===== src/rtl/sign_mult_pkg.sv =====
// Shared widths, state encoding and saturation limits for the signed product
// accumulator and its saturating adder.
package sign_mult_pkg;

  localparam int PROD_W = 16;
  localparam int ACC_W  = 24;
  localparam int CNT_W  = 8;

  typedef enum logic {
    ACCUM = 1'b0,
    DONE  = 1'b1
  } state_t;

  localparam logic signed [ACC_W-1:0] ACC_MAX = {1'b0, {(ACC_W-1){1'b1}}};
  localparam logic signed [ACC_W-1:0] ACC_MIN = {1'b1, {(ACC_W-1){1'b0}}};

  function automatic logic [ACC_W-1:0] sext(input logic [PROD_W-1:0] p);
    return {{(ACC_W-PROD_W){p[PROD_W-1]}}, p};
  endfunction

endpackage


===== src/rtl/sat_add_signed.sv =====
// Combinational W-bit signed saturating adder. Overflow is detected from the
// top two bits of the (W+1)-bit sum; the clamp direction follows the true sign.
module sat_add_signed #(
  parameter int W = 24
) (
  input  logic [W-1:0] a,
  input  logic [W-1:0] b,
  output logic [W-1:0] sum,
  output logic         sat_hit
);

  logic [W:0] full;

  assign full = {a[W-1], a} + {b[W-1], b};

  always_comb begin
    sat_hit = full[W] ^ full[W-1];
    sum     = full[W-1:0];
    if (sat_hit) begin
      sum = full[W] ? {1'b1, {(W-1){1'b0}}} : {1'b0, {(W-1){1'b1}}};
    end
  end

endmodule


===== src/rtl/signed_prod_accum.sv =====
// Accumulates a stream of signed products into a saturated dot-product sum and
// holds sum, beat count and overflow on a valid/ready output until consumed.
//
//  state | meaning
//  ACCUM | accepting products, in_ready=1
//  DONE  | result held on out_*, waiting for out_ready
module signed_prod_accum #(
  parameter int PROD_W = sign_mult_pkg::PROD_W,
  parameter int ACC_W  = sign_mult_pkg::ACC_W,
  parameter int CNT_W  = sign_mult_pkg::CNT_W
) (
  input  logic              clk,
  input  logic              rst,
  input  logic              in_valid,
  output logic              in_ready,
  input  logic [PROD_W-1:0] in_prod,
  input  logic              in_last,
  output logic              out_valid,
  input  logic              out_ready,
  output logic [ACC_W-1:0]  out_sum,
  output logic [CNT_W-1:0]  out_count,
  output logic              out_ovf
);

  import sign_mult_pkg::*;

  state_t             state;
  logic [ACC_W-1:0]   acc;
  logic [CNT_W-1:0]   cnt;
  logic               ovf;
  logic [ACC_W-1:0]   prod_ext;
  logic [ACC_W-1:0]   acc_next;
  logic               sat_hit;

  assign prod_ext = {{(ACC_W-PROD_W){in_prod[PROD_W-1]}}, in_prod};

  sat_add_signed #(.W(ACC_W)) u_sat_add (
    .a       (acc),
    .b       (prod_ext),
    .sum     (acc_next),
    .sat_hit (sat_hit)
  );

  // Gated by rst so nothing upstream sees a ready while the stage is held in reset.
  assign in_ready  = (state == ACCUM) && !rst;
  assign out_valid = (state == DONE);
  assign out_sum   = acc;
  assign out_count = cnt;
  assign out_ovf   = ovf;

  always_ff @(posedge clk or posedge rst) begin
    if (rst) begin
      state <= ACCUM;
      acc   <= '0;
      cnt   <= '0;
      ovf   <= 1'b0;
    end else begin
      case (state)
        ACCUM: begin
          if (in_valid) begin
            acc <= acc_next;
            if (!(&cnt)) cnt <= cnt + 1'b1;
            ovf <= ovf | sat_hit;
            if (in_last) state <= DONE;
          end
        end
        DONE: begin
          if (out_ready) begin
            state <= ACCUM;
            acc   <= '0;
            cnt   <= '0;
            ovf   <= 1'b0;
          end
        end
        default: state <= ACCUM;
      endcase
    end
  end

endmodule


===== config.mk =====
export PLATFORM = sky130hd
export DESIGN_NAME = signed_prod_accum
export DESIGN_NICKNAME = d
export VERILOG_FILES = /design/src/rtl/sign_mult_pkg.sv /design/src/rtl/sat_add_signed.sv /design/src/rtl/signed_prod_accum.sv
export SDC_FILE = /design/constraint.sdc
export NUM_CORES = 1
export LEC_CHECK = 0
export BUFFER_PORTS_ARGS = -buffer_cell sky130_fd_sc_hd__buf_2
export CAP_MARGIN = 20
export CELL_PAD_IN_SITES_DETAIL_PLACEMENT = 1
export CELL_PAD_IN_SITES_GLOBAL_PLACEMENT = 1
export CORE_MARGIN = 3
export CORE_UTILIZATION = 40
export CTS_CLUSTER_DIAMETER = 30
export DETAILED_ROUTE_END_ITERATION = 16
export PLACE_DENSITY_LB_ADDON = 0.3
export SLEW_MARGIN = 20
export SYNTH_ARGS = -nofsm -noshare
export SYNTH_HDL_FRONTEND = slang
export SYNTH_SLANG_ARGS = --single-unit

===== constraint.sdc =====
create_clock -name clk -period 3.3 [get_ports clk]
set_clock_uncertainty 0.1 [all_clocks]
set_input_delay 0.33 -clock clk [delete_from_list [all_inputs] [get_ports clk]]
set_output_delay 0.33 -clock clk [all_outputs]
set_load 0.01 [all_outputs]

== Word level (Yosys, flattened, before mapping) ==
Index checks and enable logic that the tools add are counted.

* Register bits after elaboration: 34
* Input bits: 21
* Output and inout port bits: 35
* Logic and storage cells: 33

* Add/subtract/negate cells: 2
* Equal/unequal tests: 3
* Mux-type cells: 16
* Bitwise operators: 3
* Reductions and logical operators: 5

{| class="wikitable"
|+ Operators by type and width
! operator !! number
|-
| two-way mux 24 bit || 4
|-
| one-hot mux 24 bit (2 select lines) || 1
|-
| adder 24 x 16 -> 25 bit || 1
|-
| two-way mux 8 bit || 3
|-
| one-hot mux 8 bit (2 select lines) || 1
|-
| adder 8 x 1 -> 8 bit (second input constant) || 1
|-
| AND reduction 8 bit || 1
|-
| != test 2 bit (second input constant) || 3
|-
| two-way mux 1 bit || 5
|-
| one-hot mux 1 bit (2 select lines) || 2
|-
| AND reduction 3 bit || 1
|-
| AND reduction 2 bit || 1
|-
| logical AND 1 bit || 1
|-
| logical NOT 1 bit || 1
|-
| NOT 1 bit || 1
|-
| bitwise OR 1 bit || 1
|-
| bitwise XOR 1 bit || 1
|}

== Depth between registers and ports, before layout ==
* Depth after elaboration: 5
* Gate-level depth with buffers: 11
* Mapped depth without buffers: 10

== Cells and area by module ==
Synthesis repeated with hierarchy kept, for this count alone.

* Cell total of the unflattened synthesis: 392
* Area, all modules: 3,354.5 um2

{| class="wikitable"
|+ By module, submodules not included
! module !! times used !! cells each !! area an instance (um2) !! seq. area each (um2)
|-
| sat_add_signed || 1 || 282 || 1,911.8 || 0.0
|-
| signed_prod_accum || 1 || 110 || 1,442.6 || 850.8
|}

== Worst setup path after synthesis ==
No wires, ideal clock.

* Path type: register to register
* From: register acc[0], in the netlist out_sum[0]
* To: register acc[22], in the netlist out_sum[22]
* Setup time: 0.123 ns
* Arrival time: 2.607 ns
* Required time: 3.077 ns
* Setup slack: 0.469 ns
* Cell stages (with the launch flop): 11
* Buffers on the path: 0
* Clock period less this slack: 2.831 ns
* Cells stage by stage: dfrtp_1 ha_1 fa_1 a211oi_2 o211ai_2 nand4_1 a21oi_2 a311o_2 xor2_4 nor4b_2 o21ai_1

* Longest elaborated chain between the ends: 5
* Elaborated cells between the ends (all ways): 6
* Those cells by class: add/sub (1); mux (4); bitwise (1)

{| class="wikitable"
|+ RTL lines
! what !! line !! text
|-
| start: declaration || signed_prod_accum.sv:28 || <nowiki>logic [ACC_W-1:0] acc;</nowiki>
|-
| start signal: assignment || signed_prod_accum.sv:61 || <nowiki>acc <= acc_next;</nowiki>
|-
| adder 24 x 16 -> 25 bit * || sat_add_signed.sv:14 || <nowiki>assign full = {a[W-1], a} + {b[W-1], b};</nowiki>
|-
| two-way mux 24 bit / bitwise XOR 1 bit (equally long branches) || sat_add_signed.sv:20, sat_add_signed.sv:17 ||
|-
| two-way mux 24 bit * || sat_add_signed.sv:19 || <nowiki>if (sat_hit) begin</nowiki>
|-
| two-way mux 24 bit * || signed_prod_accum.sv:60 || <nowiki>if (in_valid) begin</nowiki>
|-
| one-hot mux 24 bit (2 select lines) * || signed_prod_accum.sv:58 || <nowiki>case (state)</nowiki>
|}

Mark *: on every way between the ends. The rest lies on a longest branch, timed or not. The select of a mux whose other input is x is not followed.
A chain may end at the register's enable or synchronous reset.

== Worst setup path in the final report ==
Same ends and word-level chain as after synthesis.

==> metrics.txt <==
status complete, no violations; clock sinks 34; slowest stage cell on the critical path sky130_fd_sc_hd__fa_1; fill count 798; routability congestion estimate 0.820; most frequent cells in the layout sky130_fd_sc_hd__buf_2 (55), sky130_fd_sc_hd__nand2_1 (44), sky130_fd_sc_hd__nor2_1 (37); XOR/XNOR Fraction of Synth Area 8.19%; Layout area overhead 19.3%; placed wire-length estimate 5600 um; residual overflow from global routing 0; area leader, netlist sky130_fd_sc_hd__dfrtp_1; number of design rule violations left after detail routing 0; drt first-iter violations 56; height of the die 88.0 um; placeable core region 6420 um2; overall die width 88.0 um; share of synthesized area occupied by flip-flops and latches 31.7%; setup slack of the critical path after layout 0.113 ns; Distinct cells, synth 47; setup violators final 0; simple logic cell fraction of the synthesized area 18.1%; ports placed on the boundary 56; hold buffers post-CTS 0; master cell of the clock root buffer sky130_fd_sc_hd__clkbuf_8; layout cell share with drive strength beyond 1 23.0%; std cell rows 29; vias per cell 5.60; largest vdd supply drop 0.431 mV; number of max-cap violations 0; flip-flop and latch count after synthesis 34; total wirelength of the detailed-routed design 7490 um; TritonCTS Buffers 5; first-pass GRT wire length 12700 um; smallest hold slack 0.0505 ns; post-synthesis average cell area 8.53 um2; area of the mapped netlist 2690 um2; Port Buffer Count 55; biggest area contributors in the synthesized netlist sky130_fd_sc_hd__dfrtp_1 (32%), sky130_fd_sc_hd__ha_1 (12%), sky130_fd_sc_hd__nand2_1 (6.1%), sky130_fd_sc_hd__nor2_1 (5.2%), sky130_fd_sc_hd__a21oi_1 (4.5%); initial antenna violation count 0; Pwr per Cell Area 1110 nW/um2; top cell type's share of synthesized area 31.7%; signal arrival time at the worst endpoint 3.26 ns; pin count of the biggest net entering global routing 35; Setup Fix Bufs, Post-CTS 0; GRT Total Usage 20.7%; number of warnings printed during yosys synthesis 0; nets in the synthesized netlist 362; compound-cell area share of the yosys netlist 25.5%; dominant combinational cell family by area after synthesis compound AO/OA/AOI/OAI gates; number of global-route vias before repair 2712; CTS-repair resized insts 0; count of buffering cells on the critical path with inverters included 1; final worst path period need 3.19 ns; Post-synth EDFFs 0; longest individual stage delay on the worst path 0.44 ns; Max FO, Critical Path 9; dominant register cell in the synthesized netlist sky130_fd_sc_hd__dfrtp_1; gate count after technology mapping 315; WL per Instance 16.5 um; critical path data required time 3.38 ns; full die area 7740 um2; effective utilization at floorplan 41.8%; type of element launching the critical path register; period utilization 96.6%; worst-case clock buffer depth 2; number of iterations in the first detailed-routing pass 4; mux cell area share after synthesis 1.12%; Top Family by Delay on Critical Path compound AO/OA/AOI/OAI gates; share of async-settable or async-resettable flops after synthesis 100%; Vias 2550; clock latency on the worst-skew pair 0.30 ns; most common cell after layout, fill and taps aside sky130_fd_sc_hd__buf_2; pre-CTS worst setup slack 0.0756 ns; TritonCTS clock tree done; clock-pin slew on the worst setup and hold paths 0.09 ns; Relative slew margins 58.1%; path type of the worst setup path register to register; number of nets with antenna violations after routing 0; count of inserted antenna diode cells 0; actual transition at the worst max-transition pin 0.623 ns; P_leak 1.61 nW; setup repair after global routing missed its margin true; critical path endpoint category register; Tightest Hold Check Type input pin to asynchronous set/reset pin; worst path cell trace ha_1, fa_1, a211oi_2, o211ai_2, nand4_1, a21oi_2, a311o_2, xor2_4, buf_4, nor4b_2, o21ai_1; final slew viol count 0; count of endpoints failing hold in the final timing report 0; layout net count 424; Achievable Freq 0.314 GHz; fraction of the mapped netlist area in adder cells 12.4%; depth of the CTS H-tree 2; Power, Total 0.00355 W
-- cell usage after synthesis (all sizes together) (2+ instances only) --
| cell | n |
|---|---|
| clkbuf | 3 |
| ha | 25 |
| and3 | 4 |
| and2 | 2 |
| a21o | 14 |
| a211oi | 4 |
| xor2 | 10 |
| nor3 | 3 |
| a21oi | 28 |
| buf | 5 |
| nor2b | 4 |
| xnor2 | 13 |
| a31o | 2 |
| nand3 | 4 |
| inv | 7 |
| nor2 | 37 |
| a31oi | 2 |
| dfrtp | 34 |
| o211ai | 6 |
| nand2 | 44 |
| nand4 | 4 |
| nand2b | 2 |
| o21a | 2 |
| o21ai | 39 |
| mux2i | 3 |
-- final cells by class --
class	instances	area [um2]	area share, %
Clock buffer	6	82.6	2.58
Clock inverter	2	60.1	1.87
Inverter	7	26.3	0.819
Multi-Input combinational cell	266	1760	54.7
Sequential cell	34	851	26.5
Tap cell	77	96.3	3.00
Timing Repair Buffer	63	335	10.5
-- where the power goes --
group          internal (W)  switching, W  total (W)  leakage [nW]
combinational      0.000986       0.00133    0.00232          1.11
sequential         0.000588      0.000145   0.000734         0.428
clock              0.000323      0.000177   0.000500        0.0714
total               0.00190       0.00165    0.00355          1.61
-- worst reg2reg max path, cell delays in order (launching register included) --
cell	delay, ns
sky130_fd_sc_hd__dfrtp_1	0.40
sky130_fd_sc_hd__ha_1	0.24
sky130_fd_sc_hd__fa_1	0.44
sky130_fd_sc_hd__a211oi_2	0.26
sky130_fd_sc_hd__o211ai_2	0.13
sky130_fd_sc_hd__nand4_1	0.19
sky130_fd_sc_hd__a21oi_2	0.12
sky130_fd_sc_hd__a311o_2	0.44
sky130_fd_sc_hd__xor2_4	0.20
sky130_fd_sc_hd__buf_4	0.17
sky130_fd_sc_hd__nor4b_2	0.29
sky130_fd_sc_hd__o21ai_1	0.09
-- per-layer routing --
metal	wire (um)	up-vias	GRT usage (%)
li1	-	1246	-
met1	3480	1249	25.8
met2	3650	48	36.8
met3	269	7	3.48
met4	85	0	5.44
met5	0	-	0
-- registers in the layout (all words and copies together), names as in the netlist --
name	cells
out_ovf	1
out_valid	1
out_count	8
out_sum	24
-- through the flow --
| step | instance area (um2) | util (%) | instances | TNS [ns] |
|---|---|---|---|---|
| floorplan | 2690 | - | 315 | 0 |
| global placement | 3050 | 47.5 | 445 | 0 |
| detailed placement | 3050 | 47.5 | 445 | 0 |
| CTS | 3190 | 49.7 | 453 | 0 |
| global route | 3210 | 49.9 | 455 | -0.103 |
| finish | 3210 | 49.9 | 455 | 0 |
-- logic make-up after synthesis --
logic type,Yosys count
adders and majority gates,26
and+or+nand+nor,109
DFF,34
xor gates and xnor gates,23
buffers and inverters,15
muxes,3
AOI/OAI and AO/OA,105
-- worst paths after layout --
check,from,end,slack (ns),cells after the start
max,out_sum[0]$_DFFE_PP0P_,out_sum[22]$_DFFE_PP0P_,0.11,11
max reg2reg,out_sum[0]$_DFFE_PP0P_,out_sum[22]$_DFFE_PP0P_,0.11,11
min in group clk,out_ready,out_valid$_DFF_PP0_,0.14,2
min reg2reg,out_sum[11]$_DFFE_PP0P_,out_sum[11]$_DFFE_PP0P_,0.42,2
min,rst,out_count[7]$_DFFE_PP0P_,0.05,3
max in group asynchronous,rst,out_sum[11]$_DFFE_PP0P_,2.71,3
No activity file was read; power rests on OpenSTA's default activity.
